$ cat config.mk
export PLATFORM = sky130hd
export DESIGN_NAME = life_gen_ctrl
export DESIGN_NICKNAME = d
export VERILOG_FILES = /design/src/rtl/life_pkg.sv /design/src/rtl/life_rate_div.sv /design/src/rtl/life_gen_ctrl.sv
export SDC_FILE = /design/constraint.sdc
export NUM_CORES = 1
export LEC_CHECK = 0
export CORE_AREA = 2 2 122 124
export CTS_CLUSTER_SIZE = 10
export DETAILED_ROUTE_END_ITERATION = 8
export DIE_AREA = 0 0 124 126
export PLACE_DENSITY = 0.75
export REMOVE_ABC_BUFFERS = 1
export SLEW_MARGIN = 0
export SYNTH_ARGS = -nofsm -noshare
export SYNTH_HDL_FRONTEND = slang
export SYNTH_SLANG_ARGS = --single-unit
$ cat constraint.sdc
create_clock -name clk -period 2.4 [get_ports clk]
set_clock_uncertainty 0.15 [all_clocks]
set_input_delay 0.48 -clock clk [delete_from_list [all_inputs] [get_ports clk]]
set_output_delay 0.48 -clock clk [all_outputs]
set_load 0.01 [all_outputs]
$ cat src/rtl/life_pkg.sv
// Shared types and default sizes for the Game-of-Life generation sequencer.
package life_pkg;

  localparam int ROWS_DEF  = 8;
  localparam int COLS_DEF  = 8;
  localparam int CNT_W_DEF = 16;
  localparam int DIV_W_DEF = 24;

  typedef enum logic [2:0] {
    ST_IDLE,
    ST_LOAD,
    ST_RUN,
    ST_EVAL,
    ST_PAUSE,
    ST_DONE
  } state_e;

  // Why a run halted on its own, in descending priority.
  typedef enum logic [2:0] {
    HALT_NONE,
    HALT_EXTINCT,
    HALT_STABLE,
    HALT_OSC2,
    HALT_LIMIT
  } halt_e;

endpackage

$ cat src/rtl/life_rate_div.sv
// Generation rate divider: counts up to rate_div, flags terminal count, wraps on it.
module life_rate_div
  import life_pkg::*;
#(
  parameter int DIV_W = DIV_W_DEF
) (
  input  logic             clk,
  input  logic             rst,
  input  logic             clr,
  input  logic             en,
  input  logic [DIV_W-1:0] rate_div,
  output logic             tc
);

  logic [DIV_W-1:0] count;

  assign tc = (count == rate_div);

  // NOTE: sequential state uses non-blocking assignments so every register samples pre-edge values.
  always_ff @(posedge clk or negedge rst) begin
    if (!rst) begin
      count <= '0;
    end else if (clr) begin
      count <= '0;
    end else if (en) begin
      count <= tc ? '0 : count + 1'b1;
    end
  end

endmodule

$ cat src/rtl/life_gen_ctrl.sv
// Generation sequencer for the Game-of-Life array: reload, pacing, run/pause/step/stop, halt detection.
// Defining LIFE_GEN_CTRL_OSC2_EN adds period-2 oscillator detection and the osc2 output.
module life_gen_ctrl
  import life_pkg::*;
#(
  parameter int ROWS  = ROWS_DEF,
  parameter int COLS  = COLS_DEF,
  parameter int CNT_W = CNT_W_DEF,
  parameter int DIV_W = DIV_W_DEF
) (
  input  logic                 clk,
  input  logic                 rst,
  input  logic                 start,
  input  logic                 pause,
  input  logic                 step,
  input  logic                 stop,
  input  logic [CNT_W-1:0]     max_gens,
  input  logic [DIV_W-1:0]     rate_div,
  input  logic [ROWS*COLS-1:0] grid_state,
  output logic                 cell_rst_n,
  output logic                 gen_tick,
  output logic [CNT_W-1:0]     gen_count,
  output logic                 busy,
  output logic                 done,
  output logic                 extinct,
  output logic                 stable
`ifdef LIFE_GEN_CTRL_OSC2_EN
  ,
  output logic                 osc2
`endif
);

  localparam int CELLS = ROWS * COLS;

  state_e           state, state_nxt;
  halt_e            halt;
  logic [CELLS-1:0] prev;
  logic             pause_latch;
  logic             abort;
  logic             tc;
`ifdef LIFE_GEN_CTRL_OSC2_EN
  logic [CELLS-1:0] prev2;
`endif

  assign abort = stop && (state != ST_IDLE);

  life_rate_div #(.DIV_W(DIV_W)) u_rate_div (
    .clk     (clk),
    .rst     (rst),
    .clr     (state == ST_LOAD || abort),
    .en      (state == ST_RUN && !stop),
    .rate_div(rate_div),
    .tc      (tc)
  );

  // NOTE: every always_comb output gets a default first so no path can infer a latch.
  always_comb begin
    halt = HALT_NONE;
    if (grid_state == '0)                              halt = HALT_EXTINCT;
    else if (grid_state == prev)                       halt = HALT_STABLE;
`ifdef LIFE_GEN_CTRL_OSC2_EN
    else if (grid_state == prev2)                      halt = HALT_OSC2;
`endif
    else if (max_gens != '0 && gen_count == max_gens)  halt = HALT_LIMIT;
  end

  always_comb begin
    state_nxt = state;
    gen_tick  = 1'b0;
    case (state)
      ST_IDLE:  if (start && !stop) state_nxt = ST_LOAD;
      ST_LOAD:  state_nxt = stop ? ST_IDLE : ST_RUN;
      ST_RUN: begin
        if (stop) begin
          state_nxt = ST_IDLE;
        end else if (tc) begin
          gen_tick  = 1'b1;
          state_nxt = ST_EVAL;
        end else if (pause) begin
          state_nxt = ST_PAUSE;
        end
      end
      ST_EVAL: begin
        if (stop)                   state_nxt = ST_IDLE;
        else if (halt != HALT_NONE) state_nxt = ST_DONE;
        else if (pause_latch)       state_nxt = ST_PAUSE;
        else                        state_nxt = ST_RUN;
      end
      ST_PAUSE: begin
        if (stop) begin
          state_nxt = ST_IDLE;
        end else if (start) begin
          state_nxt = ST_RUN;
        end else if (step) begin
          gen_tick  = 1'b1;
          state_nxt = ST_EVAL;
        end
      end
      ST_DONE: begin
        if (stop)       state_nxt = ST_IDLE;
        else if (start) state_nxt = ST_LOAD;
      end
      default: state_nxt = ST_IDLE;
    endcase
  end

  always_ff @(posedge clk or negedge rst) begin
    if (!rst) state <= ST_IDLE;
    else      state <= state_nxt;
  end

  // NOTE: the grid snapshots are reset too; a stale snapshot could fake a still-life on gen 1.
  always_ff @(posedge clk or negedge rst) begin
    if (!rst) begin
      prev        <= '0;
      gen_count   <= '0;
      extinct     <= 1'b0;
      stable      <= 1'b0;
      pause_latch <= 1'b0;
`ifdef LIFE_GEN_CTRL_OSC2_EN
      prev2       <= '0;
      osc2        <= 1'b0;
`endif
    end else begin
      if (state == ST_LOAD) begin
        prev      <= '0;
        gen_count <= '0;
`ifdef LIFE_GEN_CTRL_OSC2_EN
        prev2     <= '0;
`endif
      end
      if (gen_tick) begin
        prev <= grid_state;
`ifdef LIFE_GEN_CTRL_OSC2_EN
        prev2 <= prev;
`endif
        if (gen_count != '1) gen_count <= gen_count + 1'b1;
      end
      if (state == ST_RUN && pause && !stop)   pause_latch <= 1'b1;
      if (state == ST_PAUSE && start && !stop) pause_latch <= 1'b0;
      if (state == ST_EVAL && !stop) begin
        case (halt)
          HALT_EXTINCT: extinct <= 1'b1;
          HALT_STABLE:  stable  <= 1'b1;
`ifdef LIFE_GEN_CTRL_OSC2_EN
          HALT_OSC2:    osc2    <= 1'b1;
`endif
          default: ;
        endcase
      end
      // Reload and abort both start the next run from a clean slate; gen_count survives an abort.
      if (state == ST_LOAD || abort) begin
        extinct     <= 1'b0;
        stable      <= 1'b0;
        pause_latch <= 1'b0;
`ifdef LIFE_GEN_CTRL_OSC2_EN
        osc2        <= 1'b0;
`endif
      end
    end
  end

  assign cell_rst_n = (state != ST_LOAD);
  assign busy       = (state == ST_LOAD) || (state == ST_RUN) ||
                      (state == ST_EVAL) || (state == ST_PAUSE);
  assign done       = (state == ST_DONE);

endmodule

Word-level counts from Yosys, hierarchy flattened
Index checks and enable logic that the tools add are counted.
{"block": "word_totals", "register_bits": 110, "in_bits": 110, "output_inout_bits": 22, "wordCells": 93}
{"block": "classes", "addsub": 2, "n_eq_ne": 16, "n_mux": 40, "reduce_logical": 28}
{"operator": "2-to-1 mux 64 bit", "n": 2}
{"operator": "2-to-1 mux 24 bit", "n": 3}
{"operator": "equality test 64 bit", "n": 1}
{"operator": "logical NOT 64 bit", "n": 1}
{"operator": "2-to-1 mux 16 bit", "n": 3}
{"operator": "2-to-1 mux 3 bit", "n": 15}
{"operator": "adder 24 x 1 -> 24 bit (second input constant)", "n": 1}
{"operator": "equality test 24 bit", "n": 1}
{"operator": "one-hot mux 3 bit (6 select lines)", "n": 1}
{"operator": "adder 16 x 1 -> 16 bit (second input constant)", "n": 1}
{"operator": "equality test 16 bit", "n": 1}
{"operator": "inequality test 16 bit (second input constant)", "n": 1}
{"operator": "nonzero test 16 bit", "n": 1}
{"operator": "2-to-1 mux 1 bit", "n": 14}
{"operator": "nonzero test 2 bit", "n": 5}
{"operator": "equality test 3 x 2 -> 1 bit (second input constant)", "n": 3}
{"operator": "logical AND 1 bit", "n": 9}
{"operator": "nonzero test 3 bit", "n": 3}
{"operator": "equality test 3 x 1 -> 1 bit (second input constant)", "n": 2}
{"operator": "equality test 3 bit (second input constant)", "n": 2}
{"operator": "logical OR 1 bit", "n": 4}
{"operator": "inequality test 4 x 3 -> 1 bit (second input constant)", "n": 1}
{"operator": "inequality test 4 bit (second input constant)", "n": 1}
{"operator": "AND reduction 2 bit", "n": 2}
{"operator": "8 further kinds", "n": 8}

Depth between registers and ports, before layout
{"block": "logic_depth", "word_depth": 9, "ltp_mapped": 11, "mapped_depth_nobuf": 7}

By module
A second synthesis with hierarchy kept.
{"block": "unflattened", "hier_cells": 715, "hier_area_um2": 6413.7}
{"mod": "life_gen_ctrl", "n_inst": 1, "cells_each": 557, "area_each_um2": 4863.4, "seq_area_each_um2": 2152.1}
{"mod": "life_rate_div", "n_inst": 1, "cells_each": 158, "area_each_um2": 1550.2, "seq_area_each_um2": 600.6}

Least setup slack after synthesis
Ideal clock, no wire load.
{"block": "synth_path", "path_kind": "reg2out", "start": "register state[2]", "end": "output gen_tick", "arrival_time_ns": 1.869, "required_ns": 1.770, "path_slack_ns": -0.099, "path_stages_with_launch": 9, "path_buffers": 3, "path_cell_list": "dfrtp_1 nor4b_4 inv_2 or3_1 o21a_1 buf_6 clkinv_4 buf_6 buf_4"}
{"block": "synth_between", "elab_chain_len": 2}
{"element": "start: declaration", "line_no": "life_gen_ctrl.sv:35", "rtl": "state_e state, state_nxt;"}
{"element": "start signal: assignment", "line_no": "life_gen_ctrl.sv:109", "rtl": "else state <= state_nxt;"}
{"element": "equality test 3 bit / equality test 3 x 2 -> 1 bit (equally long branches)", "line_no": "life_gen_ctrl.sv:70", "rtl": "case (state)"}
{"element": "one-hot mux 1 bit (2 select lines) (*)", "line_no": "life_gen_ctrl.sv:70"}
{"element": "end: declaration", "line_no": "life_gen_ctrl.sv:21", "rtl": "output logic gen_tick,"}
Mark *: on every way between the ends. The rest lies on a longest branch, timed or not.

Worst setup path after layout
{"block": "layout_path", "start": "input rate_div[15]", "end": "output gen_tick"}
{"block": "layout_between", "elab_chain_len": 4}
{"element": "start: declaration", "line_no": "life_gen_ctrl.sv:18", "rtl": "input logic [DIV_W-1:0] rate_div,"}
{"element": "equality test 24 bit", "line_no": "life_rate_div.sv:17", "rtl": "assign tc = (count == rate_div);"}
{"element": "2-to-1 mux 1 bit", "line_no": "life_gen_ctrl.sv:76", "rtl": "end else if (tc) begin"}
{"element": "2-to-1 mux 1 bit", "line_no": "life_gen_ctrl.sv:74", "rtl": "if (stop) begin"}
{"element": "one-hot mux 1 bit (2 select lines)", "line_no": "life_gen_ctrl.sv:70"}
No other way between the ends.

==> impl_metrics.json <==
{
  "gp_congestion": 0.8718,
  "p_per_area_mw_per_mm2": 507.2,
  "insertion_delay_ns": 0.36,
  "ys_seq_elements": 110,
  "slowest_stage": "clkdlybuf4s50_1",
  "layout.cells.most_common_list": "nand2_1 (166), buf_4 (129), dfrtp_1 (110), xor2_1 (70), dlymetal6s2s_1 (61)",
  "port_buffers": 131,
  "min_period_over_period_pct": 110.2,
  "ys_types": 55,
  "period_minus_slack_ns": 2.645,
  "avgSynthCellArea_um2": 8.673,
  "dpl.hpwl_um": 13530,
  "p_leak_nw": 4.940,
  "synth_edf_count": 0,
  "slowest_delay_ns": 0.41,
  "grt_pass1_wl_um": 31440,
  "fp.dieArea_mm2": 0.01562,
  "cp.required_ns": 1.77,
  "drv_cap": 0,
  "grt_max_degree": 71,
  "synth.cell_area_mm2": 0.006574,
  "fin_nets": 1124,
  "worst_pin_slew_ns": 0.5680,
  "top_usage_layer": "met2",
  "reg2reg_depth": 7,
  "crit_chain": "clkdlybuf4s50_1 -> xor2_1 -> nor4_2 -> nand4_1 -> o21a_2 -> clkinv_4 -> buf_6",
  "critical_path.endpoint": "gen_tick",
  "violations": "setup timing",
  "slew_headroom_pct": 62.14,
  "grt_util_met3_pct": 4.393,
  "drt_iter0_drc": 676,
  "netlist_instances": 758,
  "dp.cells": 1161,
  "clockBufferDepth": 2,
  "dieHeight_um": 126,
  "endpoint_kind": "output port",
  "fp.dieW_um": 124,
  "final_common_cell": "nand2_1",
  "ant_nets": 0,
  "n_fill_cell": 1014,
  "ys.flop_type": "dfrtp_1",
  "rows": 44,
  "area_growth_pct": 54.76,
  "worst_r2r_endpoint": "state[2]$_DFFE_PN0P_",
  "path_clk_slew_ns": 0.08,
  "firstDrtPassIters": 7,
  "ys_warn_count": 0,
  "finalCoreUtilization_pct": 71.08,
  "worstPathArrival_ns": 2.01,
  "wire_per_inst_um": 19.12,
  "place_ws_ns": -0.9227,
  "ir_drop_mv": 0.3500,
  "hp-class": "in -> reg",
  "path_delay_family": "buffers and inverters",
  "hold_viol_final": 0,
  "drt-total-wl_um": 22990,
  "antenna_found_initial": 1,
  "path_buf_inv": 3,
  "cp_max_fo": 2,
  "critical_path_depth": 7,
  "cts_sinks": 110,
  "grtUsageMet2_pct": 42.15,
  "path_class": "in -> out",
  "route.detailed.drc": 0,
  "ys_seq_area_share_pct": 41.87,
  "fin_ws_ns": -0.2449,
  "drive_gt1_share_pct": 24.19,
  "overflow": 0,
  "cts-root-buf": "clkbuf_16",
  "start_kind": "input port",
  "io_pins": 132,
  "status": "finished, violations left",
  "setup_viol": 12,
  "max_freq_ghz": 0.3781,
  "initial_core_util_pct": 45.93,
  "cts_max_level": 3,
  "numCtsBuffers": 9,
  "r2r_start": "prev[2]$_DFFE_PN0P_",
  "instances_no_fill": 1202,
  "coreArea_mm2": 0.01431,
  "fin_tns_setup_ns": -0.4277,
  "grt_setup_unrepaired": "true",
  "via_per_inst": 5.778,
  "grtUsageTotal_pct": 25.66,
  "cts_tree": "done",
  "slew_viol_final": 0,
  "power_mw": 5.160,
  "first_global_vias": 6394,
  "postSynth.asyncResetShare_pct": 100.0,
  "r2r_slack_ns": -0.04,
  "startpoint": "rate_div[15]",
  "grtUsageMet1_pct": 34.28,
  "vias": 6945
}
[stage by stage]
| step | hold slack (ns) | cell area, µm² |
|---|---|---|
| 6_report | 0.2845 | 10170 |
| 5_1_grt | 0.2832 | 10170 |
| 4_1_cts | 0.3881 | 9393 |
| 3_5_place_dp | 0.2911 | 8920 |
| 3_3_place_gp | 0.2898 | 8920 |
| 2_1_floorplan | 0.03441 | 6352 |
[routing by layer]
layer	share of wire, %	up-vias
li1	-	3177
met1	40	3343
met2	48	340
met3	7.4	83
met4	3.9	2
met5	0.048	-
[cells in the mapped netlist (all sizes together), types with 8 or more instances]
library cell | number | area, µm²
and4 | 8 | 70.07
a31oi | 17 | 106.4
clkbuf | 29 | 113.9
nand2 | 167 | 626.9
buf | 15 | 107.6
a21oi | 23 | 130.1
o21ai | 77 | 385.4
nor4 | 48 | 300.3
nand4 | 21 | 131.4
nor3 | 10 | 55.05
xnor2 | 21 | 183.9
and3 | 9 | 56.30
dfrtp | 110 | 2753
xor2 | 90 | 788.3
nand3 | 18 | 90.09
inv | 8 | 30.03
nor2 | 21 | 81.33
[tightest hold or removal path, cell delays in order]
cell and delay, ns:
dlymetal6s2s_1 0.16, nand2_1 0.07, o21ai_1 0.05
[worst min-delay path by stage]
stage	startpoint	end	slack (ns)	cells after the start
global route	grid_state[20]	prev[20]$_DFFE_PN0P_	0.28	3
detailed placement	rst	prev[26]$_DFFE_PN0P_	0.29	1
finish	grid_state[20]	prev[20]$_DFFE_PN0P_	0.28	3
global placement	rst	prev[30]$_DFFE_PN0P_	0.29	1
CTS	pause_latch$_DFFE_PN0P_	pause_latch$_DFFE_PN0P_	0.39	2
floorplan	rst	extinct$_DFFE_PN0P_	0.03	0
[logic make-up after synthesis]
group,Yosys count,share of synthesized area [%]
xor gates and xnor gates,111,14.79
adders and majority gates,2,0.3806
DFF,110,41.87
buffers and inverters,53,3.959
AOI/OAI and AO/OA,148,13.51
and+or+nand+nor,327,24.38
muxes,7,1.104
[layout make-up]
cell class | count | area (µm²) | area share, %
Tap cell | 184 | 230.2 | 2.263
Sequential cell | 110 | 2753 | 27.06
Inverter | 9 | 38.79 | 0.3813
Antenna cell | 1 | 2.502 | 0.02460
Timing Repair Buffer | 286 | 2898 | 28.48
Multi-Input combinational cell | 596 | 3976 | 39.08
Clock buffer | 10 | 229.0 | 2.251
Clock inverter | 6 | 46.29 | 0.4550
[report_power, final]
part / total [mW] / internal (mW) / switching, mW
combinational: 1.68 / 0.691 / 0.993
sequential: 1.99 / 1.93 / 0.0657
clock: 1.48 / 0.717 / 0.764
total: 5.16 / 3.34 / 1.82
[sequential cells by signal (all words and copies together), names as in the netlist]
register / count
prev: 64
u_rate_div.count: 24
gen_count: 16
state: 3
extinct: 1
pause_latch: 1
stable: 1
[timing repair]
action	in CTS	in global routing
buffers inserted	0	13
hold endpoints to repair	27	0
hold buffers	1	0
resized for setup	42	178
gates cloned	3	8
setup endpoints to repair	106	104
pin swaps	18	64
No activity file was read; power rests on OpenSTA's default activity.
